$ cat src/rtl/mem_instr_pipe_if.sv
// Fetch, response and program-load signals shared by the instruction memory and its neighbours.
// The master side is the PC/fetch stage plus loader; the slave side is mem_instr_pipe.
interface mem_instr_pipe_if #(
    parameter int bus_length = 64
);
    logic                  req_valid;
    logic                  req_ready;
    logic [bus_length-1:0] req_addr;
    logic                  rsp_valid;
    logic                  rsp_ready;
    logic [31:0]           rsp_instr;
    logic [bus_length-1:0] rsp_addr;
    logic                  rsp_fault;
    logic                  rsp_parity_err;
    logic                  load_en;
    logic [bus_length-1:0] load_addr;
    logic [31:0]           load_data;

    modport master (
        output req_valid, req_addr, rsp_ready, load_en, load_addr, load_data,
        input  req_ready, rsp_valid, rsp_instr, rsp_addr, rsp_fault, rsp_parity_err
    );

    modport slave (
        input  req_valid, req_addr, rsp_ready, load_en, load_addr, load_data,
        output req_ready, rsp_valid, rsp_instr, rsp_addr, rsp_fault, rsp_parity_err
    );
endinterface

$ cat src/rtl/mem_instr_pipe.sv
// Word-organised big-endian instruction memory with registered fetch, 2-entry response buffer,
// program-load port and fault reporting. Optional stored-word parity under MEM_INSTR_PARITY_EN.
module mem_instr_pipe #(
    parameter int          bus_length  = 64,
    parameter int          depth_words = 64,
    parameter logic [31:0] nop_instr   = 32'h0000_0013
) (
    input  logic           clk,
    input  logic           rst_n,
    mem_instr_pipe_if.slave bus
);
    localparam int addr_w = (depth_words > 1) ? $clog2(depth_words) : 1;
    // One extra bit keeps the byte-size constant from wrapping at full bus width.
    localparam logic [bus_length:0] mem_bytes = (bus_length + 1)'(4 * depth_words);

    typedef struct packed {
        logic [31:0]           instr;
        logic [bus_length-1:0] addr;
        logic                  fault;
        logic                  parity_err;
    } rsp_entry_t;

    logic [31:0] mem [depth_words];
`ifdef MEM_INSTR_PARITY_EN
    logic        mem_par [depth_words];
`endif

    rsp_entry_t  rsp_buf [2];
    rsp_entry_t  head;
    rsp_entry_t  new_entry;
    logic        wr_ptr;
    logic        rd_ptr;
    logic [1:0]  count;
    logic        push;
    logic        pop;
    logic        req_fault;
    logic        load_in_range;
    logic [addr_w-1:0] req_idx;
    logic [addr_w-1:0] load_idx;
    logic [31:0] rd_word;
    logic        rd_par_err;

    always_comb begin
        req_idx       = bus.req_addr[addr_w+1:2];
        load_idx      = bus.load_addr[addr_w+1:2];
        req_fault     = (bus.req_addr[1:0] != 2'b00) || ({1'b0, bus.req_addr} >= mem_bytes);
        load_in_range = {1'b0, bus.load_addr} < mem_bytes;
        rd_word       = mem[req_idx];
`ifdef MEM_INSTR_PARITY_EN
        rd_par_err    = mem_par[req_idx] != (^rd_word);
`else
        rd_par_err    = 1'b0;
`endif
        new_entry.addr = bus.req_addr;
        if (req_fault) begin
            new_entry.instr      = nop_instr;
            new_entry.fault      = 1'b1;
            new_entry.parity_err = 1'b0;
        end else begin
            new_entry.instr      = rd_word;
            new_entry.fault      = 1'b0;
            new_entry.parity_err = rd_par_err;
        end
    end

    // Handshake: a full buffer still takes a request when the head leaves on the same edge.
    always_comb begin
        head               = rsp_buf[rd_ptr];
        bus.req_ready      = (count < 2'd2) || ((count == 2'd2) && bus.rsp_ready);
        bus.rsp_valid      = (count != 2'd0);
        push               = bus.req_valid && bus.req_ready;
        pop                = bus.rsp_valid && bus.rsp_ready;
        bus.rsp_instr      = 32'h0;
        bus.rsp_addr       = '0;
        bus.rsp_fault      = 1'b0;
        bus.rsp_parity_err = 1'b0;
        if (bus.rsp_valid) begin
            bus.rsp_instr      = head.instr;
            bus.rsp_addr       = head.addr;
            bus.rsp_fault      = head.fault;
            bus.rsp_parity_err = head.parity_err;
        end
    end

    // Memory array is never reset; non-blocking write gives read-before-write on collisions.
    always_ff @(posedge clk) begin
        if (bus.load_en && load_in_range) begin
            mem[load_idx] <= bus.load_data;
`ifdef MEM_INSTR_PARITY_EN
            mem_par[load_idx] <= ^bus.load_data;
`endif
        end
    end

    always_ff @(posedge clk or negedge rst_n) begin
        if (!rst_n) begin
            rsp_buf[0] <= '0;
            rsp_buf[1] <= '0;
            wr_ptr     <= 1'b0;
            rd_ptr     <= 1'b0;
            count      <= 2'd0;
        end else begin
            if (push) begin
                rsp_buf[wr_ptr] <= new_entry;
                wr_ptr          <= ~wr_ptr;
            end
            if (pop) begin
                rd_ptr <= ~rd_ptr;
            end
            case ({push, pop})
                2'b10:   count <= count + 2'd1;
                2'b01:   count <= count - 2'd1;
                default: count <= count;
            endcase
        end
    end
endmodule

$ cat src/flat_wrapper.sv
// flat-port wrapper written by rule: the top's interface ports become plain ports
module mem_instr_pipe_flat 
#(
    parameter int          bus_length  = 64,
    parameter int          depth_words = 64,
    parameter logic [31:0] nop_instr   = 32'h0000_0013
)
  (clk, rst_n, bus_req_valid, bus_req_addr, bus_rsp_ready, bus_load_en, bus_load_addr, bus_load_data, bus_req_ready, bus_rsp_valid, bus_rsp_instr, bus_rsp_addr, bus_rsp_fault, bus_rsp_parity_err);
  mem_instr_pipe_if #(.bus_length(bus_length)) bus_i ();
  input  logic clk;
  input  logic rst_n;
  input wire logic [$bits(bus_i.req_valid)-1:0] bus_req_valid;
  input wire logic [$bits(bus_i.req_addr)-1:0] bus_req_addr;
  input wire logic [$bits(bus_i.rsp_ready)-1:0] bus_rsp_ready;
  input wire logic [$bits(bus_i.load_en)-1:0] bus_load_en;
  input wire logic [$bits(bus_i.load_addr)-1:0] bus_load_addr;
  input wire logic [$bits(bus_i.load_data)-1:0] bus_load_data;
  output wire logic [$bits(bus_i.req_ready)-1:0] bus_req_ready;
  output wire logic [$bits(bus_i.rsp_valid)-1:0] bus_rsp_valid;
  output wire logic [$bits(bus_i.rsp_instr)-1:0] bus_rsp_instr;
  output wire logic [$bits(bus_i.rsp_addr)-1:0] bus_rsp_addr;
  output wire logic [$bits(bus_i.rsp_fault)-1:0] bus_rsp_fault;
  output wire logic [$bits(bus_i.rsp_parity_err)-1:0] bus_rsp_parity_err;
  assign bus_i.req_valid = bus_req_valid;
  assign bus_i.req_addr = bus_req_addr;
  assign bus_i.rsp_ready = bus_rsp_ready;
  assign bus_i.load_en = bus_load_en;
  assign bus_i.load_addr = bus_load_addr;
  assign bus_i.load_data = bus_load_data;
  assign bus_req_ready = bus_i.req_ready;
  assign bus_rsp_valid = bus_i.rsp_valid;
  assign bus_rsp_instr = bus_i.rsp_instr;
  assign bus_rsp_addr = bus_i.rsp_addr;
  assign bus_rsp_fault = bus_i.rsp_fault;
  assign bus_rsp_parity_err = bus_i.rsp_parity_err;
  mem_instr_pipe #(.bus_length(bus_length), .depth_words(depth_words), .nop_instr(nop_instr)) u_core (.clk(clk), .rst_n(rst_n), .bus(bus_i));
endmodule
$ cat config.mk
export PLATFORM = sky130hd
export DESIGN_NAME = mem_instr_pipe_flat
export DESIGN_NICKNAME = d
export VERILOG_FILES = /design/src/rtl/mem_instr_pipe_if.sv /design/src/rtl/mem_instr_pipe.sv /design/src/flat_wrapper.sv
export SDC_FILE = /design/constraint.sdc
export NUM_CORES = 2
export LEC_CHECK = 0
export CORE_MARGIN = 2
export CORE_UTILIZATION = 55
export DETAILED_ROUTE_END_ITERATION = 6
export PLACE_DENSITY = 0.73
export SLEW_MARGIN = 20
export SYNTH_ARGS = -nofsm -noshare
export SYNTH_HDL_FRONTEND = slang
export SYNTH_SLANG_ARGS = --single-unit
$ cat constraint.sdc
create_clock -name clk -period 2.6 [get_ports clk]
set_input_delay 0.26 -clock clk [delete_from_list [all_inputs] [get_ports clk]]
set_output_delay 0.26 -clock clk [all_outputs]
set_load 0.02 [all_outputs]
==> flow_metrics.py <==
metrics = {
    "grt": {
        "grt_max_degree": 87,
        "grt_pass1_wl_um": 343000,
        "grt-ovfl-total": 0,
        "grt_pass1_vias": 48100,
        "grt_usage": 0.301,
        "grt_antenna_before_repair": 8,
    },
    "clocking": {
        "insertion_delay_ns": 0.86,
        "clk_pin_slew_ns": 0.06,
        "clockBufferDepth": 3,
        "cts_tree": "yes",
        "cts_sinks": 2246,
        "root_buffer": "clkbuf_16",
        "cts_made_buffers": 210,
        "htreeDepth": 4,
    },
    "floorplan": {
        "row_count": 145,
        "design.core.area_um2": 156000,
        "die_area_um2": 160000,
        "io_pins": 265,
        "die_h_um": 400,
        "die_x_um": 400,
        "start_util": 0.553,
    },
    "sta": {
        "finalCriticalPeriod_ns": 2.58,
        "finalSetupTns_ns": 0,
        "tightest_slew_ns": 0.980,
        "slew_headroom": 0.346,
        "fmax_mhz": 387,
        "rsz0062_at_grt": "yes",
        "final_max_slew_viol_count": 0,
        "finClkSkew_ns": 0.0306,
        "finalCritPeriodShare": 0.993,
        "setup_viol": 0,
        "fin_ws_ns": 0.0188,
        "hold_viol_final": 0,
    },
    "logic_synthesis": {
        "synth-seq-cells": 2246,
        "yosys_warnings": 0,
        "yosysUniqueCellTypes": 40,
        "avgSynthCellArea_um2": 20.0,
        "muxShareOfSynthArea": 0.147,
        "synth_top_family_by_area": "multiplexers",
        "synth-simple-area-share": 0.0377,
        "synth_xor_area_frac": 0.000405,
        "synth-compound-area-share": 0.0326,
        "yosys.area_share.adder": 0.000145,
        "synthesis.area_um2": 86400,
        "synth_cells": 4326,
        "seq_area_frac_synth": 0.769,
        "synth_fp_nets": 4492,
    },
    "worst_setup_path": {
        "cp_slowest_cell": "dfrtp_4",
        "worstPathMaxFanout": 26,
        "cp_cell_sequence": "buf_12 > mux2i_1 > nor2_1 > dlygate4sd2_1",
        "cp-start-kind": "flop",
        "slowest_delay_ns": 0.48,
        "crit_arrival_ns": 2.32,
        "ff2ff_setup_slack_ns": 0.07,
        "cp-end-kind": "output pin",
        "required_ns": 2.34,
        "crit_type": "reg -> out",
    },
    "placed_design": {
        "port_buffers": 261,
        "pre_cts_ws_ns": -0.508,
        "gp_congestion": 0.902,
        "place_hpwl_um": 154000,
    },
    "routing": {
        "ant_nets": 0,
        "vias": 48000,
        "drc": 0,
        "wl_um": 239000,
        "wl_per_cell_um": 32.0,
        "viasPerCell": 6.44,
        "drtIter0Drc": 7096,
        "dr.pass1.iters": 7,
    },
    "run": {
        "maxCapViolCount": 0,
    },
    "finish": {
        "finalNetCount": 5381,
        "drive_gt1_frac": 0.306,
        "final_cell_mix": "2048 x edfxtp_1, 503 x mux4_2, 453 x nand2_1",
        "mostFrequentLayoutCell": "edfxtp_1",
        "final_core_util": 0.674,
        "area_growth_pct": 21.8,
    },
    "power": {
        "leakage_nw": 35.8,
        "p_total_mw": 81.4,
        "vdd.ir_drop.worst_uv": 816,
        "power_density_nw_per_um2": 774,
    },
    "worst_hold_path": {
        "worst_hold_path_type": "in -> reg",
    },
    "run_status": {
        "status": "finished clean",
    },
}
worst max-delay path: cells and delay by family, from the launching register on:
family | cells | cell delay, ns
buf+inv | 2 | 0.57
flops | 1 | 0.48
mux | 1 | 0.30
simple gates | 1 | 0.06
state kept, by name, indices dropped and copies added, names as in the netlist:
signal and flops:
u_core.count 2, u_core.wr_ptr 1, u_core.rsp_buf 194, u_core.mem 2048, u_core.rd_ptr 1
stage by stage:
step / cell area (µm²) / std cells / hold slack (ns)
2_1_floorplan: 86700 / 4326 / -0.0356
3_3_place_gp: 98100 / 6998 / 0.343
3_5_place_dp: 98100 / 6998 / 0.350
4_1_cts: 105000 / 7442 / 0.000384
5_1_grt: 105000 / 7454 / 0.0328
6_report: 105000 / 7455 / 0.0343
logic make-up after synthesis:
| kind of cell | after synthesis |
|---|---|
| and+or+nand+nor | 746 |
| buffers and inverters | 255 |
| xor gates and xnor gates | 4 |
| adders and majority gates | 1 |
| muxes | 636 |
| AOI/OAI and AO/OA | 437 |
| DFF | 2246 |
| other | 1 |
report_power, final:
group	internal (mW)	total [mW]	leakage (nW)	switching, mW
clock	16.5	29.7	3.22	13.2
sequential	40.4	40.9	20.9	0.549
combinational	4.28	10.8	11.6	6.55
Yosys cell counts:
cell type | instances | area, µm²
xnor2_1 | 3 | 26.3
nand3b_1 | 6 | 45.0
buf_1 | 26 | 97.6
nand3_1 | 10 | 50.1
clkbuf_1 | 154 | 578
nor4_1 | 27 | 169
a22o_1 | 6 | 52.6
o21ai_1 | 59 | 295
or3_1 | 1 | 6.26
and2_1 | 5 | 31.3
nor4b_1 | 1 | 8.76
and3_1 | 1 | 6.26
dfrtp_1 | 198 | 4950
nand4b_1 | 1 | 8.76
buf_4 | 12 | 90.1
ha_1 | 1 | 12.5
a22oi_1 | 232 | 1740
nor4_2 | 30 | 375
conb_1 | 1 | 3.75
o21ai_0 | 6 | 30.0
nand2_1 | 456 | 1710
nor2_1 | 182 | 683
a2bb2oi_1 | 3 | 26.3
or3b_2 | 1 | 8.76
buf_6 | 15 | 169
nor2b_1 | 8 | 50.1
buf_2 | 46 | 230
mux2i_1 | 121 | 1210
inv_1 | 2 | 7.51
nor3_1 | 1 | 5.00
nand2b_1 | 4 | 25.0
a21oi_1 | 119 | 596
mux2_2 | 12 | 135
o22ai_1 | 6 | 37.5
a31oi_1 | 6 | 37.5
edfxtp_1 | 2048 | 61500
nand4_1 | 10 | 62.6
xor2_1 | 1 | 8.76
mux4_2 | 503 | 11300
or2_2 | 2 | 12.5
what timing repair did:
item                                     CTS  global route
cloned                                     2             0
hold buffers                              44             0
hold endpoints to repair                1033             0
buffers inserted                           5            13
resized for setup                        227            53
endpoints found under the setup margin    99            39
pin swaps                                  0             3
per-layer routing:
metal,vias up,wire length (µm),global-route usage
met5,-,25,0
met4,4,10500,0.122
met3,451,29300,0.0804
met2,3259,111000,0.459
met1,24900,88100,0.419
li1,19400,-,-
layout make-up:
cell class                 count  area (µm²)
multi-input combinational   1825       19500
timing repair buffer         930       10100
tap                         2058        2570
fill                        9624       50900
clock inverter               136        1100
inverter                       2        7.51
antenna                        1        2.50
clock buffer                 257        5540
sequential                  2246       66500
path summary, 6_finish.rpt:
kind	startpoint	to	cells after the start
worst min register to register	u_core.rsp_buf[117]$_DFFE_PN0P_	u_core.rsp_buf[117]$_DFFE_PN0P_	2
max in group asynchronous	rst_n	u_core.rsp_buf[17]$_DFFE_PN0P_	4
worst max-delay path	u_core.rd_ptr$_DFFE_PN0P_	bus_rsp_instr[9]	4
worst max register to register	u_core.mem[23][14]$_DFFE_PP_	u_core.rsp_buf[178]$_DFFE_PN0P_	6
min in group asynchronous	rst_n	u_core.rsp_buf[115]$_DFFE_PN0P_	3
worst min-delay path	bus_load_data[1]	u_core.mem[27][1]$_DFFE_PP_	1
No activity file was read; power rests on OpenSTA's default activity.
